===== config.mk =====
export PLATFORM = sky130hd
export DESIGN_NAME = seg7_scan_mux
export DESIGN_NICKNAME = d
export VERILOG_FILES = /design/src/rtl/seg7_scan_mux.sv
export SDC_FILE = /design/constraint.sdc
export NUM_CORES = 1
export LEC_CHECK = 0
export CORE_ASPECT_RATIO = 0.6
export CORE_MARGIN = 2
export CORE_UTILIZATION = 45
export CTS_BUF_LIST = sky130_fd_sc_hd__clkbuf_4 sky130_fd_sc_hd__clkbuf_8
export DETAILED_ROUTE_END_ITERATION = 8
export GPL_TIMING_DRIVEN = 0
export PLACE_DENSITY_LB_ADDON = 0.05
export SYNTH_ARGS = -nofsm -noshare
export SYNTH_HDL_FRONTEND = slang
export SYNTH_SLANG_ARGS = --single-unit

===== constraint.sdc =====
create_clock -name clk -period 2.3 [get_ports clk]
set_clock_uncertainty 0.2 [all_clocks]
set_input_delay 0.46 -clock clk [delete_from_list [all_inputs] [get_ports clk]]
set_output_delay 0.46 -clock clk [all_outputs]
set_load 0.02 [all_outputs]

===== src/rtl/seg7_scan_mux.sv =====
// Time-multiplexed 7-segment driver: shadowed digits, guard band, LZ blanking, blink.
// Latency: seg/dp/an are registered one cycle behind scan state; free-running, no backpressure.
module seg7_scan_mux #(
  parameter int NUM_DIGITS   = 4,
  parameter int SCAN_DIV     = 50000,
  parameter int GUARD        = 8,
  parameter int HEX_EN       = 0,
  parameter int ACTIVE_LOW   = 1,
  parameter int BLINK_FRAMES = 64
) (
  input  logic                    clk,
  input  logic                    rst_n,
  input  logic [4*NUM_DIGITS-1:0] val,
  input  logic [NUM_DIGITS-1:0]   dp_in,
  input  logic                    load,
  input  logic                    blank_lz,
  input  logic [NUM_DIGITS-1:0]   blink_en,
  output logic [6:0]              seg,
  output logic                    dp,
  output logic [NUM_DIGITS-1:0]   an,
  output logic                    frame_tick
);

  localparam int CW = (SCAN_DIV > 1) ? $clog2(SCAN_DIV) : 1;
  localparam int IW = (NUM_DIGITS > 1) ? $clog2(NUM_DIGITS) : 1;
  localparam int FW = (BLINK_FRAMES > 1) ? $clog2(BLINK_FRAMES) : 1;
  localparam logic POL = (ACTIVE_LOW != 0);
  localparam logic [CW-1:0] SCAN_LAST  = CW'(SCAN_DIV - 1);
  localparam logic [IW-1:0] DIG_LAST   = IW'(NUM_DIGITS - 1);
  localparam logic [FW-1:0] BLINK_LAST = FW'(BLINK_FRAMES - 1);
  localparam logic [CW-1:0] GUARD_C    = CW'(GUARD);

  logic [4*NUM_DIGITS-1:0] r_val;
  logic [NUM_DIGITS-1:0]   r_dp;
  logic [CW-1:0]           r_scan_cnt;
  logic [IW-1:0]           r_digit_idx;
  logic [FW-1:0]           r_frame_cnt;
  logic                    r_blink_phase;
  logic                    r_frame_tick;
  logic [6:0]              r_seg;
  logic                    r_dp_o;
  logic [NUM_DIGITS-1:0]   r_an;

  logic                  w_scan_end;
  logic                  w_frame_end;
  logic [3:0]            w_nib;
  logic                  w_dp_sel;
  logic                  w_blink_sel;
  logic                  w_lz_blank;
  logic                  w_zero_run;
  logic                  w_suppress;
  logic [NUM_DIGITS-1:0] w_onehot;

  function automatic logic [6:0] f_decode(input logic [3:0] nib);
    logic [6:0] hex;
    hex = 7'h00;
    case (nib)
      4'h0: f_decode = 7'h3F;
      4'h1: f_decode = 7'h06;
      4'h2: f_decode = 7'h5B;
      4'h3: f_decode = 7'h4F;
      4'h4: f_decode = 7'h66;
      4'h5: f_decode = 7'h6D;
      4'h6: f_decode = 7'h7D;
      4'h7: f_decode = 7'h07;
      4'h8: f_decode = 7'h7F;
      4'h9: f_decode = 7'h6F;
      default: begin
        case (nib)
          4'hA:    hex = 7'h77;
          4'hB:    hex = 7'h7C;
          4'hC:    hex = 7'h39;
          4'hD:    hex = 7'h5E;
          4'hE:    hex = 7'h79;
          default: hex = 7'h71;
        endcase
        f_decode = (HEX_EN != 0) ? hex : 7'h00;
      end
    endcase
  endfunction

  assign w_scan_end  = (r_scan_cnt == SCAN_LAST);
  assign w_frame_end = w_scan_end && (r_digit_idx == DIG_LAST);
  assign w_onehot    = NUM_DIGITS'(1) << r_digit_idx;

  // Walk from the top digit down so w_zero_run means "this and all higher nibbles are zero".
  always_comb begin
    w_nib       = 4'h0;
    w_dp_sel    = 1'b0;
    w_blink_sel = 1'b0;
    w_lz_blank  = 1'b0;
    w_zero_run  = 1'b1;
    for (int i = NUM_DIGITS - 1; i >= 0; i--) begin
      w_zero_run = w_zero_run && (r_val[4*i +: 4] == 4'h0);
      if (r_digit_idx == IW'(i)) begin
        w_nib       = r_val[4*i +: 4];
        w_dp_sel    = r_dp[i];
        w_blink_sel = blink_en[i];
        w_lz_blank  = blank_lz && w_zero_run && (i != 0);
      end
    end
  end

  assign w_suppress = (r_scan_cnt < GUARD_C) || w_lz_blank || (w_blink_sel && r_blink_phase);

  always_ff @(posedge clk or negedge rst_n) begin
    if (!rst_n) begin
      r_val <= '0;
      r_dp  <= '0;
    end else if (load) begin
      r_val <= val;
      r_dp  <= dp_in;
    end
  end

  always_ff @(posedge clk or negedge rst_n) begin
    if (!rst_n) begin
      r_scan_cnt    <= '0;
      r_digit_idx   <= '0;
      r_frame_cnt   <= '0;
      r_blink_phase <= 1'b0;
      r_frame_tick  <= 1'b0;
    end else begin
      r_frame_tick <= w_frame_end;
      if (w_scan_end) begin
        r_scan_cnt  <= '0;
        r_digit_idx <= (r_digit_idx == DIG_LAST) ? '0 : r_digit_idx + 1'b1;
      end else begin
        r_scan_cnt <= r_scan_cnt + 1'b1;
      end
      if (w_frame_end) begin
        if (r_frame_cnt == BLINK_LAST) begin
          r_frame_cnt   <= '0;
          r_blink_phase <= ~r_blink_phase;
        end else begin
          r_frame_cnt <= r_frame_cnt + 1'b1;
        end
      end
    end
  end

  // Pin polarity is folded in before the flops so the pins never glitch between slots.
  always_ff @(posedge clk or negedge rst_n) begin
    if (!rst_n) begin
      r_an   <= {NUM_DIGITS{POL}};
      r_seg  <= {7{POL}};
      r_dp_o <= POL;
    end else if (w_suppress) begin
      r_an   <= {NUM_DIGITS{POL}};
      r_seg  <= {7{POL}};
      r_dp_o <= POL;
    end else begin
      r_an   <= w_onehot ^ {NUM_DIGITS{POL}};
      r_seg  <= f_decode(w_nib) ^ {7{POL}};
      r_dp_o <= w_dp_sel ^ POL;
    end
  end

  assign seg        = r_seg;
  assign dp         = r_dp_o;
  assign an         = r_an;
  assign frame_tick = r_frame_tick;

endmodule


==> results.json, run 1 <==
{
  "numCtsBuffers": 9,
  "die_w_um": 107,
  "synth_cell_types": 52,
  "grt_pass1_vias": 2055,
  "n_fill_cell": 529,
  "arrival_ns": 2.29,
  "hold_class": "flop to flop",
  "powerDensity_nw_per_um2": 616,
  "synth_top_area_share": 0.402,
  "dieArea_um2": 7050,
  "synthTopCellsByArea": "dfrtp_1 40%, dfstp_2 11%, mux2_2 8.2%",
  "worstSetupPathType": "flop to flop",
  "p_leak_nw": 1.54,
  "start_util": 0.467,
  "vias": 2118,
  "critPathSlowestCell": "dfrtp_1",
  "grt_first_pass_wirelength_um": 10400,
  "utilization": 0.595,
  "clock_latency_ns": 0.34,
  "antenna_found_initial": 0,
  "grt_max_degree": 37,
  "portBuffers": 40,
  "first_pass_iters": 4,
  "startpoint_type": "flop",
  "finalCritPeriodShare": 0.974,
  "tightestPinTransition_ns": 0.589,
  "io_pins": 41,
  "synth.avg_cell_area_um2": 11.1,
  "cts_buffer_depth": 2,
  "synth_top_area_cell": "dfrtp_1",
  "clk_pin_slew_worst_paths_ns": 0.06,
  "dp_hpwl_um": 4450,
  "routed_wl_um": 6270,
  "slew_headroom": 0.607,
  "cts_tree": "built",
  "register_area_um2": 1470,
  "netlist_area_um2": 2870,
  "max_freq_mhz": 446,
  "mostFrequentLayoutCells": "46 x dfrtp_1, 39 x clkdlybuf4s50_1, 23 x nor2_1, 23 x nand2_1, 21 x mux2_2",
  "drcViolationCount": 0,
  "dpl_cell_area_um2": 3390,
  "yosysSeqAreaShare": 0.512,
  "outcome": "finished, final reports clean",
  "post-place-ws_ns": -0.00326,
  "total_power_mw": 2.25,
  "vias_per_cell": 5.22,
  "max-cap-violations": 0,
  "track_usage": 0.199,
  "dp.cells": 383,
  "final_cell_area_um2": 3650,
  "cts_root_buf": "clkbuf_8",
  "synth_flop_cell": "dfrtp_1",
  "syn_to_final_growth_pct": 27.4,
  "layout-drive-gt1-share": 0.273,
  "ant_nets": 0,
  "final_cells": 406,
  "core-area_um2": 6140,
  "whs_ns": 0.281,
  "multi_input_area_um2": 1320,
  "syn-instance-count": 258,
  "cp_common_cell": "buf_4",
  "hold_violations": 0,
  "n_antenna_cell": 0,
  "worstSetupEndpointType": "flop",
  "fin_nets": 351,
  "finalWorstSetupSlack_ns": 0.0593,
  "critPathRequiredTime_ns": 2.35,
  "async_flop_share": 1.00,
  "drt_iter0_drc": 86,
  "wl_per_cell_um": 15.4,
  "cp_cell_sequence": "inv_2 > ha_2 > buf_6 > nor3b_1 > a311oi_2 > buf_4 > buf_4 > o21a_1 > nor2_1 > o21ai_0",
  "htreeDepth": 3,
  "chipHeight_um": 65.8,
  "worstPathMaxFanout": 10,
  "drv_slew": 0,
  "fin_crit_ns": 2.24,
  "ys_ff_latch": 58,
  "setup_viol": 0,
  "grt_overflow": 0,
  "rsz0062_at_grt": "yes",
  "rows": 22,
  "vdd_drop_max_uv": 391,
  "gp_congestion": 0.832,
  "layout_commonest_cell": "dfrtp_1",
  "synth_edf_count": 0,
  "cts.sinks": 58,
  "syn-num-nets": 292,
  "setup-tns-final_ns": 0,
  "critical-path-max-stage-delay_ns": 0.41,
  "yosys_warnings": 0
}
power by group:
part / total [mW] / leakage (nW) / switching, mW / internal (mW)
sequential: 1.13 / 0.709 / 0.0331 / 1.09
combinational: 0.288 / 0.737 / 0.132 / 0.156
clock: 0.833 / 0.0974 / 0.383 / 0.451
total: 2.25 / 1.54 / 0.548 / 1.70
final timing paths:
kind | startpoint | end | slack, ns | depth (start not counted)
max in group asynchronous | rst_n | an[0]$_DFF_PN1_ | 0.84 | 3
min reg2reg | r_scan_cnt[0]$_DFF_PN0_ | r_scan_cnt[0]$_DFF_PN0_ | 0.28 | 1
max | r_digit_idx[1]$_DFFE_PN0N_ | seg[1]$_DFF_PN1_ | 0.06 | 10
max reg2reg | r_digit_idx[1]$_DFFE_PN0N_ | seg[1]$_DFF_PN1_ | 0.06 | 10
min in group asynchronous | rst_n | r_frame_cnt[4]$_DFFE_PN0P_ | 0.43 | 2
min | r_scan_cnt[0]$_DFF_PN0_ | r_scan_cnt[0]$_DFF_PN0_ | 0.28 | 1
synthesized netlist by cell type, types with 2 or more instances:
library cell  count
and2_1            2
nor3_1            7
a211oi_1          2
nor2_1           23
nand3_1          15
nand4_1           5
xor2_1            9
nor2b_1           5
ha_1              6
nand3b_1          4
a311oi_2          2
a221oi_1          2
clkbuf_1          2
dfrtp_1          46
a21oi_1           7
xnor2_1           7
o21ai_0           9
inv_1             6
o31ai_1           2
nor3b_1           2
buf_6             5
buf_2             4
o211ai_1          3
nand2_1          23
mux2_2           21
dfstp_2          12
nor4_1            2
sequential cells by signal, indices dropped and copies added (netlist names), 2 cells and up:
name         cells
r_scan_cnt      16
seg              7
an               4
r_frame_cnt      6
r_dp             4
r_val           16
r_digit_idx      2
final cells by class:
type	instances	share of cell area
Buffer	12	0.0264
Clock buffer	13	0.0439
Clock inverter	3	0.00411
Inverter	6	0.00617
Multi-Input combinational cell	182	0.361
Sequential cell	58	0.402
Tap cell	84	0.0288
Timing Repair Buffer	48	0.128
critical path: cells and delay by family (launching register included):
kind | cells | cell delay, ns
AOI/OAI and AO/OA | 3 | 0.62
buffers and inverters | 4 | 0.55
adders and majority gates | 1 | 0.19
and+or+nand+nor | 2 | 0.18
DFF | 1 | 0.41
what timing repair did:
action | CTS | global route
resized for setup | 1 | 13
endpoints found under the hold margin | 11 | 0
setup endpoints to repair | 2 | 20
buffers inserted | 0 | 5
hold buffers | 1 | 0
cloned | 0 | 1
pin swaps | 0 | 3
layer usage:
metal | up-vias | GRT usage | wire length, µm
li1 | 1029 | - | -
met1 | 1020 | 0.293 | 3250
met2 | 61 | 0.274 | 2570
met3 | 8 | 0.0621 | 387
met4 | 0 | 0.0747 | 70
met5 | - | 0 | 0
kinds of logic (layout without fill, tap and decap cells):
group | Yosys count | count (layout) | synth area share
buf+inv | 18 | 82 | 0.0397
compound gates | 36 | 36 | 0.0930
flops | 58 | 58 | 0.512
simple gates | 102 | 102 | 0.192
xor+xnor | 17 | 17 | 0.0546
fa+ha+maj | 6 | 6 | 0.0262
mux | 21 | 21 | 0.0825
Power figures use the tool's default switching activity.
==> run 2, diff against run 1 <==
--- a/config.mk
+++ b/config.mk
@@ -6,8 +6,7 @@
 export NUM_CORES = 1
 export LEC_CHECK = 0
 export CORE_ASPECT_RATIO = 0.6
-export CORE_MARGIN = 2
-export CORE_UTILIZATION = 45
+export CORE_UTILIZATION = 50
 export CTS_BUF_LIST = sky130_fd_sc_hd__clkbuf_4 sky130_fd_sc_hd__clkbuf_8
 export DETAILED_ROUTE_END_ITERATION = 8
 export GPL_TIMING_DRIVEN = 0
==> run 2 against run 1 <==
Sequential power about the same. Die area shrank 14%. Power up 6.6%. Register-to-register slack hardly changed. First-iteration DRC count grew 42%. Core utilization grew 11 points. Combinational power up 3%. Via count rose by 2.2%. Setup slack worse by 0.0023 ns. Cell count is 1.7% lower. Non-clock buffer count stayed put. Largest cell class unchanged.
==> results.json, run 2 (synthesis results as in run 1) <==
{
  "finalCritPeriodShare": 0.975,
  "setup.worst_path.start": "r_digit_idx[0]$_DFFE_PN0N_",
  "start_util": 0.543,
  "cts_root_buf": "clkbuf_8",
  "critical-path-max-stage-delay_ns": 0.44,
  "grt_max_degree": 35,
  "power.share.clock": 0.406,
  "n_antenna_cell": 0,
  "p_sw_frac": 0.235,
  "n_fill_cell": 399,
  "chipHeight_um": 60.7,
  "max_freq_mhz": 446,
  "r2r_cells": 9,
  "gp_congestion": 0.835,
  "register_area_um2": 1470,
  "cp_top_family": "compound AO/OA/AOI/OAI gates",
  "grt_pass1_vias": 1953,
  "drv_slew": 0,
  "hold_class": "flop to flop",
  "drcViolationCount": 0,
  "total_power_mw": 2.40,
  "grt_overflow": 0,
  "antenna_found_initial": 0,
  "dieArea_um2": 6050,
  "core-area_um2": 5280,
  "pwr-share-seq": 0.471,
  "whs_ns": 0.288,
  "multi_input_area_um2": 1360,
  "crit_buf_inv": 3,
  "die_w_um": 99.8,
  "track_usage": 0.226,
  "critPathRequiredTime_ns": 2.32,
  "critPathSlowestCell": "dfrtp_2",
  "layout_commonest_cell": "dfrtp_1",
  "wl_per_cell_um": 15.5,
  "worstPathMaxFanout": 8,
  "arrival_ns": 2.27,
  "r2r-end": "seg[6]$_DFF_PN1_",
  "worstSetupEndpointType": "flop",
  "grt_first_pass_wirelength_um": 10000,
  "vdd_drop_max_uv": 360,
  "cts_buffer_depth": 2,
  "fin_nets": 351,
  "r2r_slack_ns": 0.06,
  "io_pins": 41,
  "vias_per_cell": 5.42,
  "outcome": "finished, final reports clean",
  "cp_cell_sequence": "inv_2 > ha_1 > clkbuf_4 > nor3b_2 > a311oi_4 > buf_6 > nand2_1 > o22a_1 > o311ai_1",
  "setup_viol": 0,
  "hold_depth": 1,
  "tightestPinTransition_ns": 0.613,
  "p_int_mw": 1.83,
  "clock_latency_ns": 0.34,
  "clk_pin_slew_worst_paths_ns": 0.07,
  "dp_hpwl_um": 4330,
  "utilization": 0.704,
  "cts_tree": "built",
  "vias": 2164,
  "final_cell_area_um2": 3720,
  "syn_to_final_growth_pct": 29.7,
  "p_sw_uw": 565,
  "mostFrequentLayoutCells": "45 x dfrtp_1, 39 x clkdlybuf4s50_1, 23 x nor2_1, 23 x nand2_1, 21 x mux2_2",
  "routed_wl_um": 6170,
  "hold_start": "r_frame_cnt[5]$_DFFE_PN0P_",
  "dpl_cell_area_um2": 3380,
  "p_leak_nw": 1.56,
  "worstSetupPathType": "flop to flop",
  "post-place-ws_ns": 0.0287,
  "cts.sinks": 58,
  "htreeDepth": 3,
  "startpoint_type": "flop",
  "cp.depth": 9,
  "hold_violations": 0,
  "combPwrFrac": 0.123,
  "slew_headroom": 0.591,
  "portBuffers": 40,
  "fin_crit_ns": 2.24,
  "numCtsBuffers": 9,
  "powerDensity_nw_per_um2": 645,
  "layout-drive-gt1-share": 0.286,
  "worstReg2RegStart": "r_digit_idx[0]$_DFFE_PN0N_",
  "rows": 20,
  "first_pass_iters": 4,
  "endpoint": "seg[6]$_DFF_PN1_",
  "ant_nets": 0,
  "max-cap-violations": 0,
  "drt_iter0_drc": 122,
  "finalWorstSetupSlack_ns": 0.0570
}
-- run 2: cell count changes in the layout (fill, tap and decap cells not counted), moves of 2 or more --
| cell | previous run | this run |
|---|---|---|
| a311oi_2 | 2 | 0 |
| buf_2 | 4 | 6 |
| buf_4 | 7 | 4 |
| a311oi_4 | 0 | 2 |
-- run 2: area by class of cell --
class,instances,share of cell area
clock buffers,13,0.0448
well taps,77,0.0259
repair buffers,48,0.125
flip-flops and latches,58,0.395
plain buffers,12,0.0269
clock inverters,3,0.0108
inverters,6,0.00606
multi-input cells,182,0.366
-- run 2: power groups by stage --
stage | registers, mW | clock network [mW] | logic, mW
global route | 1.13 | 1.03 | 0.321
CTS | 1.13 | 0.990 | 0.280
detailed placement | 1.15 | 0 | 0.277
floorplan | 1.17 | 0 | 0.112
global placement | 1.14 | 0 | 0.270
finish | 1.13 | 0.973 | 0.296
-- run 2: layer usage --
| layer | vias up | part of all wire | track usage |
|---|---|---|---|
| li1 | 1033 | - | - |
| met1 | 1062 | 0.53 | 0.347 |
| met2 | 64 | 0.40 | 0.301 |
| met3 | 5 | 0.061 | 0.0691 |
| met4 | 0 | 0.0088 | 0.0756 |
| met5 | - | 0 | 0 |
-- run 2: how the worst min path moves through the flow --
stage	endpoint
2_1_floorplan	frame_tick$_DFF_PN0_
3_3_place_gp	r_frame_cnt[5]$_DFFE_PN0P_
3_5_place_dp	r_frame_cnt[4]$_DFFE_PN0P_
4_1_cts	r_frame_cnt[5]$_DFFE_PN0P_
5_1_grt	r_scan_cnt[0]$_DFF_PN0_
6_report	r_frame_cnt[5]$_DFFE_PN0P_
-- run 2: through the flow --
step / instances / setup TNS, ns
after floorplan: 258 / 0
after global placement: 375 / -61.70
after detailed placement: 376 / 0
after CTS: 393 / 0
after global routing: 399 / -0.0513
final: 399 / 0
-- run 2: timing repair --
action / in CTS / in global routing
setup endpoints to repair: 0 / 13
buffers inserted: 0 / 3
resized for setup: 0 / 23
hold buffers: 1 / 0
hold endpoints to repair: 13 / 0
